`src/rtl/uart_alu_intf.sv`:
```
// uart_alu_intf: collects operand A, operand B and opcode bytes from the UART
// receiver, presents them as registered ALU operands, captures the ALU result
// and requests one transmission. An optional inter-byte timeout abandons
// partial frames.
module uart_alu_intf #(
    parameter int NB_DATA     = 8,
    parameter int NB_OP       = 6,
    parameter int TIMEOUT_CYC = 0
) (
    input  logic               clk,
    input  logic               i_rst_n,
    input  logic [NB_DATA-1:0] i_rx_data,
    input  logic               i_rx_done,
    input  logic [NB_DATA-1:0] i_alu_result,
    input  logic               i_tx_done,
    output logic [NB_DATA-1:0] o_alu_a,
    output logic [NB_DATA-1:0] o_alu_b,
    output logic [NB_OP-1:0]   o_alu_op,
    output logic [NB_DATA-1:0] o_tx_data,
    output logic               o_tx_start,
    output logic               o_busy,
    output logic               o_drop,
    output logic               o_timeout
);

    // One-hot state encoding
    localparam logic [5:0] ST_WAIT_A  = 6'b000001;
    localparam logic [5:0] ST_WAIT_B  = 6'b000010;
    localparam logic [5:0] ST_WAIT_OP = 6'b000100;
    localparam logic [5:0] ST_EXEC    = 6'b001000;
    localparam logic [5:0] ST_SEND    = 6'b010000;
    localparam logic [5:0] ST_WAIT_TX = 6'b100000;

    // Counter only needs to reach TIMEOUT_CYC-1; keep at least one bit so
    // the disabled configuration still elaborates.
    localparam int                CNT_W    = (TIMEOUT_CYC > 1) ? $clog2(TIMEOUT_CYC) : 1;
    localparam logic [CNT_W-1:0]  CNT_LAST = CNT_W'(TIMEOUT_CYC - 1);

    logic [5:0]       state;
    logic [5:0]       state_nxt;
    logic [CNT_W-1:0] to_cnt;
    logic             in_frame;
    logic             to_hit;

    assign in_frame = (state == ST_WAIT_B) || (state == ST_WAIT_OP);
    // A byte arriving on the expiry cycle takes priority over the timeout.
    assign to_hit   = (TIMEOUT_CYC != 0) && in_frame && !i_rx_done && (to_cnt == CNT_LAST);
    assign o_busy   = (state == ST_EXEC) || (state == ST_SEND) || (state == ST_WAIT_TX);

    // Next-state decode; any illegal encoding falls back to WAIT_A.
    always_comb begin
        state_nxt = state;
        case (state)
            ST_WAIT_A:  if (i_rx_done) state_nxt = ST_WAIT_B;
            ST_WAIT_B:  if (i_rx_done) state_nxt = ST_WAIT_OP;
                        else if (to_hit) state_nxt = ST_WAIT_A;
            ST_WAIT_OP: if (i_rx_done) state_nxt = ST_EXEC;
                        else if (to_hit) state_nxt = ST_WAIT_A;
            ST_EXEC:    state_nxt = ST_SEND;
            ST_SEND:    state_nxt = ST_WAIT_TX;
            ST_WAIT_TX: if (i_tx_done) state_nxt = ST_WAIT_A;
            default:    state_nxt = ST_WAIT_A;
        endcase
    end

    // State register.
    always_ff @(posedge clk or negedge i_rst_n) begin
        if (!i_rst_n) state <= ST_WAIT_A;
        else          state <= state_nxt;
    end

    // Inter-byte timer: runs only while a frame is partially assembled and
    // restarts on every accepted byte.
    always_ff @(posedge clk or negedge i_rst_n) begin
        if (!i_rst_n)
            to_cnt <= '0;
        else if ((TIMEOUT_CYC == 0) || !in_frame || i_rx_done || to_hit)
            to_cnt <= '0;
        else
            to_cnt <= to_cnt + 1'b1;
    end

    // Operand/result capture and single-cycle status pulses.
    always_ff @(posedge clk or negedge i_rst_n) begin
        if (!i_rst_n) begin
            o_alu_a    <= '0;
            o_alu_b    <= '0;
            o_alu_op   <= '0;
            o_tx_data  <= '0;
            o_tx_start <= 1'b0;
            o_drop     <= 1'b0;
            o_timeout  <= 1'b0;
        end else begin
            if ((state == ST_WAIT_A) && i_rx_done)  o_alu_a  <= i_rx_data;
            if ((state == ST_WAIT_B) && i_rx_done)  o_alu_b  <= i_rx_data;
            if ((state == ST_WAIT_OP) && i_rx_done) o_alu_op <= i_rx_data[NB_OP-1:0];
            if (state == ST_EXEC)                   o_tx_data <= i_alu_result;
            // High for exactly the SEND cycle, result already latched.
            o_tx_start <= (state == ST_EXEC);
            o_drop     <= i_rx_done && o_busy;
            o_timeout  <= to_hit;
        end
    end

endmodule

```
`config.mk`:
```
export PLATFORM = sky130hd
export DESIGN_NAME = uart_alu_intf
export DESIGN_NICKNAME = d
export VERILOG_FILES = /design/src/rtl/uart_alu_intf.sv
export SDC_FILE = /design/constraint.sdc
export NUM_CORES = 1
export LEC_CHECK = 0
export CORE_ASPECT_RATIO = 1.2
export CORE_MARGIN = 2
export CORE_UTILIZATION = 44
export CTS_CLUSTER_SIZE = 28
export DETAILED_ROUTE_END_ITERATION = 8
export PLACE_DENSITY = 0.91
export SLEW_MARGIN = 10
export SYNTH_ARGS = -nofsm -noshare
export SYNTH_HDL_FRONTEND = slang
export SYNTH_SLANG_ARGS = --single-unit
```
`constraint.sdc`:
```
create_clock -name clk -period 2.5 [get_ports clk]
set_clock_uncertainty 0.1 [all_clocks]
set_input_delay 0.5 -clock clk [delete_from_list [all_inputs] [get_ports clk]]
set_output_delay 0.5 -clock clk [all_outputs]
set_load 0.03 [all_outputs]
```
# Yosys cells after proc, flatten, opt, wreduce, memory -nomap -nowiden
# Cells that the tools add are included.
# totals
input_bits	20
romBits	0
word_cells	29
reg_bits	38
mem_bits_rw	0
latch_bits	0
n_memories	0
# op_classes
bitwise	0
n_mul	0
add_sub_neg	0
n_reduce_logical	7
mux	5
n_lt_le_gt_ge	0
n_eq_ne	10
div_mod_pow	0
shifts	0
# ops
op	count
6-bit one-hot mux with 6 select lines	1
6-bit 2-to-1 mux	4
2-bit inequality test, second input constant	4
6-bit by 1-bit equality test with 1-bit output, second input constant	1
6-bit by 2-bit equality test with 1-bit output, second input constant	1
6-bit by 3-bit equality test with 1-bit output, second input constant	1
6-bit by 4-bit equality test with 1-bit output, second input constant	1
6-bit by 5-bit equality test with 1-bit output, second input constant	1
6-bit equality test, second input constant	1
1-bit logical AND	4
4-bit AND reduction	1
1-bit logical OR	2

# Longest topological paths before layout
# depth
word_depth	4
mapped_depth	4
ltp_nobuf	3

# Worst setup path after synthesis
# OpenSTA, ideal clock, no wires.
# synth_timing
kind	register to register
from	register state[5]
to	register o_alu_b[0]
required_ps	2275
setup_slack_ps	536
arrival_ps	1739
stages_incl_launch_ff	5
setup_time_ps	125
cell_sequence	dfrtp_1 -> buf_6 -> or4_4 -> nor3_4 -> mux2_2
# synth_between
elab_chain_len	2
# synth_lines
item	line	source
start, declared	39	logic [5:0] state;
start signal, assigned	69	else state <= state_nxt;
6-bit by 2-bit equality test with 1-bit output	95	if ((state == ST_WAIT_B) && i_rx_done) o_alu_b <= i_rx_data;
1-bit logical AND	95	
end signal, assigned	95	
end, declared	17	output logic [NB_DATA-1:0] o_alu_b,
# No other way between the ends.
# A chain may end at the register's enable or synchronous reset.

# Worst setup path after layout
# layout_timing
from	register state[4]
to	output port o_busy
# layout_between
elab_chain_len	3
elab_cells_between_ends	5
cone_classes	3 x eq/ne; 2 x reduce/logical
# layout_lines
item	line	source
6-bit by 4-bit equality test with 1-bit output or 6-bit by 5-bit equality test with 1-bit output (tied branches)	48	assign o_busy = (state == ST_EXEC) || (state == ST_SEND) || (state == ST_WAIT_TX);
1-bit logical OR	48	
1-bit logical OR (*)	48	
end, declared	21	output logic o_busy,
# Every way passes the cells marked *; elsewhere a longest branch is shown, timed or not.

==> impl_metrics.yaml <==
setup_path:
  critPathRequiredTime_ps: 1900
  critical_path_buf_inv_count: 1
  worstSetupStartpointType: "register"
  max_stage_delay_ps: 460
  crit_path_cell_trace: "or3b_2 > o21ai_0 > and2_1 > dlygate4sd2_1"
  slowest_stage: "or3b_2"
  endpoint_kind: "output pin"
  worst-path-max-fanout: 2
  criticalPathCategory: "register to output pin"
  crit_family: "simple AND/OR/NAND/NOR gates"
  arrival_ps: 1770
timing:
  worst-slew-pin-transition_ps: 826
  period_needed_ps: 2370
  setup_violations: 0
  final_max_slew_viol_count: 0
  slew_headroom_pct: 44.9
  fmax_mhz: 423
  fin_setup_tns_ps: 0
  hold_viol: 0
  rsz0062_at_grt: "no"
  fin_crit_sh_pct: 94.6
power_and_ir_drop:
  p_per_area_nw_per_um2: 1150
  intPower_w: 0.00158
  swShare_pct: 37.4
  clockPowerShare_pct: 17.2
  p_leak_nw: 0.969
  p_sw_w: 0.000947
  seqPwrFrac_pct: 37.5
  ir_drop_mv: 0.838
  p_comb_share_pct: 45.3
floorplan:
  die_h_um: 68.6
  die_area_um2: 3970
  row_count: 23
  die_w_um: 57.9
  ios: 54
  start_util_pct: 45.9
  coreArea_um2: 3340
global_route:
  antenna_found_initial: 0
  overflow: 0
  grt_start_max_net_pins: 39
  grt_pass1_wl_um: 5300
  grt_pass1_vias: 1131
  grt_use_total_pct: 18.8
cts:
  path_clk_slew_ps: 70
  cts-root-buf: "clkbuf_8"
  cts.sink_count: 38
  cts_max_level: 2
  insertion_delay_ps: 290
  post_cts_buffers: 0
  numCtsBuffers: 5
  clockBufferDepth: 2
  tritoncts: "yes"
synth:
  synth_edf_count: 0
  ys_seq_area_share_pct: 62.2
  synth_nets: 126
  synth_top_area_share_pct: 60.5
  synth-seq-cells: 38
  async_reset_ff_share_pct: 100
  yosys_warnings: 0
  yosys.area.top_type: "dfrtp_1"
  yosysMostFrequentCell: "dfrtp_1"
  synthCells: 106
  synth_area_um2: 1530
  ys_types: 30
  avgSynthCellArea_um2: 14.4
  synth_ff_type: "dfrtp_1"
  synth.top_cells.by_count: "dfrtp_1, mux2_2, nor2_1"
  synth_area_leaders: "dfrtp_1, mux2_2, dfstp_2"
detailed_routing:
  vias: 1054
  dr.pass1.iters: 4
  drc: 0
  vias_per_cell: 5.17
  ant_nets: 0
  wirelength_um: 3360
  drt_iter0_drc: 7
  post_drt_wl_per_cell_um: 16.5
job:
  maxCapViolations: 0
layout:
  syn2layout_area_growth_pct: 43.5
  antenna_cells: 0
  fin_nets: 186
  drive_above_1_share_pct: 30.5
  final_util_pct: 65.8
outcome:
  outcome: "finished clean"
placed_design:
  place_hpwl_um: 2490
  gp_congestion: 0.697
  portBuffers: 52
hold_path:
  hold_path.class: "primary input to asynchronous set/reset pin"
==> cells by family after synthesis <==
kind of cell | Yosys count | synth area share [%]
xor+xnor | 2 | 1.14
flops | 38 | 62.2
other cells | 1 | 0.245
compound gates | 5 | 1.96
buf+inv | 7 | 2.53
mux | 31 | 22.7
simple gates | 22 | 9.23
==> power by group through the flow <==
stage	Clock [W]	Combinational (W)	Sequential (W)
finish	0.000436	0.00115	0.000950
global route	0.000473	0.00120	0.000974
CTS	0.000449	0.00116	0.000953
detailed placement	0	0.00115	0.000962
global placement	0	0.00112	0.000940
floorplan	0	0.000284	0.00130
==> routing by layer <==
| layer | track usage [%] | wire length, um |
|---|---|---|
| met5 | 0 | 0 |
| met1 | 19.0 | 1130 |
| met4 | 10.8 | 92 |
| met3 | 8.77 | 254 |
| met2 | 32.0 | 1880 |
==> timing repair <==
| item | in CTS | in global routing |
|---|---|---|
| hold buffers | 0 | 0 |
| resized for setup | 1 | 0 |
| endpoints found under the hold margin | 0 | 0 |
| endpoints found under the setup margin | 1 | 0 |
==> layout make-up <==
| class | instances | area, um2 |
|---|---|---|
| inverters | 3 | 11.3 |
| flip-flops and latches | 38 | 952 |
| fillers | 249 | 1140 |
| clock buffers | 6 | 82.6 |
| multi-input cells | 61 | 541 |
| well taps | 37 | 46.3 |
| repair buffers | 57 | 552 |
| clock inverters | 2 | 12.5 |
==> cell usage in the layout (no fill, tap or decap) <==
cell,count
nand4_1,1
or4_2,1
xnor2_1,2
nand3_1,2
buf_4,5
dlygate4sd2_1,1
clkinvlp_4,1
conb_1,1
or3b_2,1
nor3b_1,1
clkinv_2,1
nor3_4,1
or4b_2,1
and3_1,1
nand2_1,2
nor2_2,1
clkdlybuf4s50_1,50
or4_4,1
buf_2,1
nor2_1,5
nand3b_1,1
o21ai_0,2
and2_1,1
a211oi_1,1
nor3_1,2
dfrtp_1,37
o21bai_1,1
dfstp_2,1
inv_1,3
clkbuf_8,6
a21oi_1,1
mux2_2,30
mux2i_1,1
==> metrics by stage <==
step | worst slack, ps | instance area (um2) | total power (W) | hold slack (ps) | instances
floorplan | 536 | 1530 | 0.00159 | 104 | 106
global placement | 193 | 2100 | 0.00206 | 388 | 196
detailed placement | 173 | 2100 | 0.00212 | 396 | 196
CTS | 122 | 2200 | 0.00256 | 225 | 204
global route | 81.6 | 2200 | 0.00265 | 264 | 204
finish | 134 | 2200 | 0.00253 | 198 | 204
==> worst paths after layout <==
kind,startpoint,end,slack (ps),depth (start not counted)
max,state[4],o_busy,130,4
min,i_rst_n,o_alu_b[6],200,1
max reg2reg,state[5],o_alu_b[4],350,4
min reg2reg,o_alu_b[1],o_alu_b[1],410,1
max in group asynchronous,i_rst_n,o_tx_data[6],1580,1
min in group clk,o_alu_b[1],o_alu_b[1],410,1
==> flip-flops by register name (all words and copies together) (netlist names) <==
register / cells
o_drop: 1
o_tx_data: 8
o_alu_op: 6
state: 6
o_alu_b: 8
o_tx_start: 1
o_alu_a: 8
==> worst reg2reg max path: stages (launching register included) <==
cell and delay [ps]:
dfrtp_1 380, buf_4 160, or4_4 570, nor3_4 430
mux2_2 400
Power figures use the tool's default switching activity.
